[src/rtl/ir_drive_ctrl_if.sv]
// Command bus between the IR receiver / autonomous controller and the drive controller.
interface ir_drive_ctrl_if;
    logic       i_ir_data_en;
    logic       i_ir_repeat_en;
    logic [7:0] i_ir_data;
    logic       i_auto_req;
    logic [2:0] i_auto_cmd;
    logic [2:0] o_motor_cmd;
    logic [1:0] o_speed_lvl;
    logic       o_auto_mode;
    logic       o_cmd_valid;

    // Source side: receiver, autonomous controller and motor driver as seen from outside
    modport master (
        output i_ir_data_en,
        output i_ir_repeat_en,
        output i_ir_data,
        output i_auto_req,
        output i_auto_cmd,
        input  o_motor_cmd,
        input  o_speed_lvl,
        input  o_auto_mode,
        input  o_cmd_valid
    );

    // Controller side
    modport slave (
        input  i_ir_data_en,
        input  i_ir_repeat_en,
        input  i_ir_data,
        input  i_auto_req,
        input  i_auto_cmd,
        output o_motor_cmd,
        output o_speed_lvl,
        output o_auto_mode,
        output o_cmd_valid
    );
endinterface

[src/rtl/ir_drive_ctrl.sv]
// IR key events -> registered motor commands, with hold timeout, auto-mode
// arbitration and a saturating speed level.
module ir_drive_ctrl #(
    parameter int unsigned HOLD_CYC = 7_500_000
) (
    input  logic           sys_clk,
    input  logic           sys_rst_n,
    ir_drive_ctrl_if.slave bus
);
    localparam logic [7:0]  KEY_FWD    = 8'h18;
    localparam logic [7:0]  KEY_BACK   = 8'h52;
    localparam logic [7:0]  KEY_LEFT   = 8'h08;
    localparam logic [7:0]  KEY_RIGHT  = 8'h5A;
    localparam logic [7:0]  KEY_STOP   = 8'h1C;
    localparam logic [7:0]  KEY_MODE   = 8'h45;
    localparam logic [7:0]  KEY_SPD_UP = 8'h15;
    localparam logic [7:0]  KEY_SPD_DN = 8'h07;
    localparam logic [22:0] HOLD_LAST  = 23'(HOLD_CYC - 1);

    typedef enum logic [1:0] {ST_IDLE, ST_MOVE, ST_AUTO} state_e;

    logic [2:0]  r_den_sync;
    logic [2:0]  r_rep_sync;
    logic        w_data_evt;
    logic        w_rep_evt;
    logic [7:0]  r_key;
    logic        r_key_vld;
    logic        r_rep_vld;
    state_e      r_state;
    state_e      w_state_d;
    logic [2:0]  r_cmd;
    logic [2:0]  w_cmd_d;
    logic [1:0]  r_spd;
    logic [1:0]  w_spd_d;
    logic [22:0] r_timer;
    logic [22:0] w_timer_d;
    logic        r_cmd_valid;
    logic        w_cmd_valid_d;
    logic        w_is_dir;
    logic [2:0]  w_dir_cmd;
    logic [2:0]  w_auto_cmd;
    logic        w_key_dir;
    logic        w_key_stop;
    logic        w_key_mode;
    logic        w_key_up;
    logic        w_key_dn;

    // Bring the slow-domain pulses into sys_clk; bit 0 is the first flop
    always_ff @(posedge sys_clk or negedge sys_rst_n) begin
        if (!sys_rst_n) begin
            r_den_sync <= 3'b000;
            r_rep_sync <= 3'b000;
        end else begin
            r_den_sync <= {r_den_sync[1:0], bus.i_ir_data_en};
            r_rep_sync <= {r_rep_sync[1:0], bus.i_ir_repeat_en};
        end
    end

    assign w_data_evt = r_den_sync[1] & ~r_den_sync[2];
    assign w_rep_evt  = r_rep_sync[1] & ~r_rep_sync[2];

    // Latch the key on its event; a coincident repeat is dropped in favour of the key
    always_ff @(posedge sys_clk or negedge sys_rst_n) begin
        if (!sys_rst_n) begin
            r_key     <= 8'h00;
            r_key_vld <= 1'b0;
            r_rep_vld <= 1'b0;
        end else begin
            r_key_vld <= w_data_evt;
            r_rep_vld <= w_rep_evt & ~w_data_evt;
            if (w_data_evt) begin
                r_key <= bus.i_ir_data;
            end
        end
    end

    // Map direction keys onto motor command codes
    always_comb begin
        w_is_dir  = 1'b1;
        w_dir_cmd = 3'd0;
        case (r_key)
            KEY_FWD:   w_dir_cmd = 3'd1;
            KEY_BACK:  w_dir_cmd = 3'd2;
            KEY_LEFT:  w_dir_cmd = 3'd3;
            KEY_RIGHT: w_dir_cmd = 3'd4;
            default:   w_is_dir  = 1'b0;
        endcase
    end

    assign w_key_dir  = r_key_vld & w_is_dir;
    assign w_key_stop = r_key_vld & (r_key == KEY_STOP);
    assign w_key_mode = r_key_vld & (r_key == KEY_MODE);
    assign w_key_up   = r_key_vld & (r_key == KEY_SPD_UP);
    assign w_key_dn   = r_key_vld & (r_key == KEY_SPD_DN);

    // Codes 5..7 from the autonomous side are not valid motions
    assign w_auto_cmd = (bus.i_auto_req && (bus.i_auto_cmd <= 3'd4)) ? bus.i_auto_cmd : 3'd0;

    // Next state, command, hold timer, speed level and change strobe
    always_comb begin
        w_state_d = r_state;
        w_cmd_d   = r_cmd;
        w_spd_d   = r_spd;
        w_timer_d = 23'd0;
        case (r_state)
            ST_IDLE: begin
                if (w_key_dir) begin
                    w_state_d = ST_MOVE;
                    w_cmd_d   = w_dir_cmd;
                end else if (w_key_mode) begin
                    w_state_d = ST_AUTO;
                    w_cmd_d   = w_auto_cmd;
                end
            end
            ST_MOVE: begin
                // A key outranks a timeout landing in the same cycle
                if (w_key_dir) begin
                    w_cmd_d = w_dir_cmd;
                end else if (w_key_stop) begin
                    w_state_d = ST_IDLE;
                    w_cmd_d   = 3'd0;
                end else if (w_key_mode) begin
                    w_state_d = ST_AUTO;
                    w_cmd_d   = w_auto_cmd;
                end else if (r_rep_vld) begin
                    w_timer_d = 23'd0;
                end else if (r_timer == HOLD_LAST) begin
                    w_state_d = ST_IDLE;
                    w_cmd_d   = 3'd0;
                end else begin
                    w_timer_d = r_timer + 23'd1;
                end
            end
            ST_AUTO: begin
                if (w_key_stop || w_key_mode) begin
                    w_state_d = ST_IDLE;
                    w_cmd_d   = 3'd0;
                end else begin
                    w_cmd_d = w_auto_cmd;
                end
            end
            default: begin
                w_state_d = ST_IDLE;
                w_cmd_d   = 3'd0;
            end
        endcase
        if (w_key_up && (r_spd != 2'd3)) begin
            w_spd_d = r_spd + 2'd1;
        end else if (w_key_dn && (r_spd != 2'd0)) begin
            w_spd_d = r_spd - 2'd1;
        end
        w_cmd_valid_d = (w_cmd_d != r_cmd) || (w_spd_d != r_spd) ||
                        ((w_state_d == ST_AUTO) != (r_state == ST_AUTO));
    end

    // Registered outputs and FSM state
    always_ff @(posedge sys_clk or negedge sys_rst_n) begin
        if (!sys_rst_n) begin
            r_state     <= ST_IDLE;
            r_cmd       <= 3'd0;
            r_spd       <= 2'd0;
            r_timer     <= 23'd0;
            r_cmd_valid <= 1'b0;
        end else begin
            r_state     <= w_state_d;
            r_cmd       <= w_cmd_d;
            r_spd       <= w_spd_d;
            r_timer     <= w_timer_d;
            r_cmd_valid <= w_cmd_valid_d;
        end
    end

    assign bus.o_motor_cmd = r_cmd;
    assign bus.o_speed_lvl = r_spd;
    assign bus.o_auto_mode = (r_state == ST_AUTO);
    assign bus.o_cmd_valid = r_cmd_valid;
endmodule

[src/flat_wrapper.sv]
// flat-port wrapper written by rule: the top's interface ports become plain ports
module ir_drive_ctrl_flat 
#(
    parameter int unsigned HOLD_CYC = 7_500_000
)
  (sys_clk, sys_rst_n, bus_i_ir_data_en, bus_i_ir_repeat_en, bus_i_ir_data, bus_i_auto_req, bus_i_auto_cmd, bus_o_motor_cmd, bus_o_speed_lvl, bus_o_auto_mode, bus_o_cmd_valid);
  ir_drive_ctrl_if bus_i ();
  input  logic sys_clk;
  input  logic sys_rst_n;
  input wire logic [$bits(bus_i.i_ir_data_en)-1:0] bus_i_ir_data_en;
  input wire logic [$bits(bus_i.i_ir_repeat_en)-1:0] bus_i_ir_repeat_en;
  input wire logic [$bits(bus_i.i_ir_data)-1:0] bus_i_ir_data;
  input wire logic [$bits(bus_i.i_auto_req)-1:0] bus_i_auto_req;
  input wire logic [$bits(bus_i.i_auto_cmd)-1:0] bus_i_auto_cmd;
  output wire logic [$bits(bus_i.o_motor_cmd)-1:0] bus_o_motor_cmd;
  output wire logic [$bits(bus_i.o_speed_lvl)-1:0] bus_o_speed_lvl;
  output wire logic [$bits(bus_i.o_auto_mode)-1:0] bus_o_auto_mode;
  output wire logic [$bits(bus_i.o_cmd_valid)-1:0] bus_o_cmd_valid;
  assign bus_i.i_ir_data_en = bus_i_ir_data_en;
  assign bus_i.i_ir_repeat_en = bus_i_ir_repeat_en;
  assign bus_i.i_ir_data = bus_i_ir_data;
  assign bus_i.i_auto_req = bus_i_auto_req;
  assign bus_i.i_auto_cmd = bus_i_auto_cmd;
  assign bus_o_motor_cmd = bus_i.o_motor_cmd;
  assign bus_o_speed_lvl = bus_i.o_speed_lvl;
  assign bus_o_auto_mode = bus_i.o_auto_mode;
  assign bus_o_cmd_valid = bus_i.o_cmd_valid;
  ir_drive_ctrl #(.HOLD_CYC(HOLD_CYC)) u_core (.sys_clk(sys_clk), .sys_rst_n(sys_rst_n), .bus(bus_i));
endmodule
[config.mk]
export PLATFORM = sky130hd
export DESIGN_NAME = ir_drive_ctrl_flat
export DESIGN_NICKNAME = d
export VERILOG_FILES = /design/src/rtl/ir_drive_ctrl_if.sv /design/src/rtl/ir_drive_ctrl.sv /design/src/flat_wrapper.sv
export SDC_FILE = /design/constraint.sdc
export NUM_CORES = 1
export LEC_CHECK = 0
export CORE_MARGIN = 8
export CORE_UTILIZATION = 57
export CTS_CLUSTER_DIAMETER = 100
export DETAILED_ROUTE_END_ITERATION = 8
export PLACE_DENSITY = 0.79
export SLEW_MARGIN = 20
export SYNTH_ARGS = -nofsm -noshare
export SYNTH_HDL_FRONTEND = slang
export SYNTH_SLANG_ARGS = --single-unit
[constraint.sdc]
create_clock -name sys_clk -period 2.5 [get_ports sys_clk]
set_input_delay 0.375 -clock sys_clk [delete_from_list [all_inputs] [get_ports sys_clk]]
set_output_delay 0.375 -clock sys_clk [all_outputs]
set_load 0.02 [all_outputs]
==> results of run 1 <==
-- layer usage --
layer / vias to the layer above / global-route usage / share of wire
met5: - / 0 / 0
met4: 0 / 0.0625 / 0.011
met3: 4 / 0.0397 / 0.034
met2: 27 / 0.253 / 0.50
met1: 825 / 0.167 / 0.46
li1: 896 / - / -
-- cell families (layout without fill, tap and decap cells) --
kind of cell             after synthesis  count (layout)  share of synthesized area
multiplexers                           9               9                     0.0413
buffers and inverters                 17              44                     0.0377
AO/OA/AOI/OAI                         27              27                     0.0749
XOR/XNOR                              20              20                     0.0723
adder cells (fa/ha/maj)                3               3                     0.0155
flip-flops                            47              47                      0.486
AND/OR/NAND/NOR                      119             119                      0.273
-- metrics by stage --
step	setup WS, ps	power [mW]	utilization	hold slack (ps)	area, sq um
3_5_place_dp	246	1.30	0.659	320	2670
5_1_grt	157	1.82	0.681	365	2760
6_report	278	1.72	0.681	356	2760
3_3_place_gp	327	1.29	0.659	317	2670
2_1_floorplan	438	1.16	-	79.4	2420
4_1_cts	283	1.74	0.681	361	2760
-- what timing repair did --
| item | in CTS | in global routing |
|---|---|---|
| hold endpoints to repair | 16 | 0 |
| hold buffers | 1 | 0 |
| resized for setup | 0 | 0 |
-- worst min-delay path by stage --
stage | end | depth (start not counted) | start | slack [ps]
after global routing | u_core.r_den_sync[1] | 0 | u_core.r_den_sync[0] | 370
after floorplan | u_core.bus.o_cmd_valid | 0 | sys_rst_n | 80
after detailed placement | u_core.bus.o_speed_lvl[0] | 1 | sys_rst_n | 320
after global placement | u_core.bus.o_speed_lvl[0] | 1 | sys_rst_n | 320
after CTS | u_core.r_den_sync[1] | 0 | u_core.r_den_sync[0] | 360
final | u_core.r_den_sync[1] | 0 | u_core.r_den_sync[0] | 360
-- cell type report --
type / count / area (sq um) / share of cell area
multi-input cells: 178 / 1150 / 0.418
repair buffers: 27 / 255 / 0.0923
flip-flops and latches: 47 / 1180 / 0.426
inverters: 9 / 33.8 / 0.0122
well taps: 50 / 62.6 / 0.0226
clock inverters: 1 / 5.00 / 0.00181
clock buffers: 7 / 76.3 / 0.0276
-- worst reg2reg max path: stages, from the launching register on --
cell      delay [ps]
dfrtp_1          480
nor4b_4          310
nand3_2          230
or3_1            400
o311ai_1         120
xor2_1           130
a2111o_1         430
-- cell usage in the layout (no fill, tap or decap), types with 4 or more instances in the layout --
cell type        count
and3_1               5
buf_4                4
or3_1                7
nor2_1              32
nand3_1             12
nand4_1              5
o21ai_0              8
dfrtp_1             47
clkbuf_8             5
clkdlybuf4s50_1     21
nor3_1               6
mux2_2               8
xnor2_1             11
nand2_1             26
xor2_1               9
a21oi_1              7
inv_1                9
-- state kept, by name (all words and copies together), names as in the netlist --
| signal | flops |
|---|---|
| u_core.r_den_sync | 3 |
| u_core.r_rep_sync | 3 |
| u_core.bus.o_speed_lvl | 2 |
| u_core.r_rep_vld | 1 |
| u_core.r_timer | 23 |
| u_core.r_key_vld | 1 |
| u_core.bus.o_motor_cmd | 3 |
| u_core.r_key | 8 |
| u_core.r_state | 2 |
| u_core.bus.o_cmd_valid | 1 |
-- where the power goes --
group / internal, mW / switching (mW) / total, mW
combinational: 0.173 / 0.191 / 0.364
sequential: 0.830 / 0.0872 / 0.918
clock: 0.197 / 0.241 / 0.437
total: 1.20 / 0.519 / 1.72
==> results.txt, run 1 <==
Wirelength per Cell: 14.0 microns
Num CTS Buffers: 5
RePlAce Congestion: 0.852
Critical Path Max Stage Delay: 480 ps
Max frequency: 450 MHz
Grt total ovfl: 0
Critical Path AT: 2410 ps
Ranking of synthesized cells by area: dfrtp_1 49%, nor2_1 5.0%, nand2_1 4.0%
Commonest cells in the netlist: 47 x dfrtp_1, 32 x nor2_1, 26 x nand2_1
Yosys top cell area share: 0.486
Clk buf depth: 2
TritonRoute pass-1 iters: 4
Via count: 1,752
Total GRT Usage: 0.147
Worst hold path type: reg -> reg
Final Max Tran Viols: 0
Largest net degree at the start of global routing: 24
Levels on crit path: 6
IO buf count: 22
Max-cap violations: 0
DIE AREA: 6590 sq um
Top Ports: 23
Post-route DRC: 0
Antenna Violating Nets Remaining: 0
#FFs+latches synth: 47
Antenna diode count: 0
Final TNS setup: 0 ps
Yosys cell types: 47
CP startpoint: u_core.r_key[1]
CP Class: reg -> reg
RSZ-0062 raised after global routing: no
First-pass GRT wire length: 7.53 mm
Worst r2r src: u_core.r_key[1]
PD cells: 622 nW/um^2
Reg2Reg Setup Slack: 280 ps
Most frequent cell after synthesis: dfrtp_1
Tightest Pin Transition: 487 ps
Initial antenna violation count: 0
Max_slew headroom: 0.671
Synth Flop Type: dfrtp_1
Critical path's slowest cell: dfrtp_1
Buffers & Inverters on Critical Path: 0
CTS H-tree depth: 2
Critical path, cell by cell: nor4b_4, nand3_2, or3_1, o311ai_1, xor2_1, a2111o_1
CTS tree: yes
Cell Area, Synth: 2420 sq um
# setup viols final: 0
Peak supply drop: 0.000356 V
Post-synth EDFFs: 0
Yosys warnings: 0
Synth Net Count: 261
Sink Count: 47
Routed vias/inst: 5.49
Core Region: 4060 sq um
Post-synthesis sequential area ratio: 0.486
Root Driver: clkbuf_8
Avg Inst Size Synth: 10.0 sq um
Worst setup path endpoint: u_core.bus.o_cmd_valid
Die X: 81.2 microns
Chip height: 81.2 microns
FP Rows: 23
Finished Layout Cells: 319
Share of cells above drive strength 1: 0.0967
Initial Util: 0.597
Detailed placement HPWL: 3.23 mm
Outcome: finished clean
NumNets Final: 287
Pleak: 1.11 nW
Layout fillers: 319
Cell family with the largest share of critical-path delay: simple AND/OR/NAND/NOR gates
Post-CTS Setup Inserts: 0
Final Hold Vio Count: 0
DRT iter0 DRCs: 85
Worst-path clk slew: 90 ps
Wirelength, routed: 4.46 mm
CP endpoint kind: register
Post-Place Cells: 310
Fin Clk Skew: 8.52 ps
Fin crit period: 2220 ps
Worst Path Max Fanout: 11
Final period util: 0.889
Worst r2r path cells: 6
Area growth from synthesis to layout: 14.1%
Startpoint types: register
Cell taking the most area after synthesis: dfrtp_1
Latest clock arrival within the worst-skew pair: 300 ps
CP required: 2680 ps
Number of global-route vias before repair: 1,684
Async set or reset register ratio after synthesis: 1.00
Reg2reg end: u_core.bus.o_cmd_valid
Mapped Cells: 242
(Power assumes the default switching activity.)
==> run 2: changes to the inputs <==
- SLEW_MARGIN: 20 -> 30
==> results of run 2 <==
The final DEF is identical to that of run 1; final timing and power are the same.
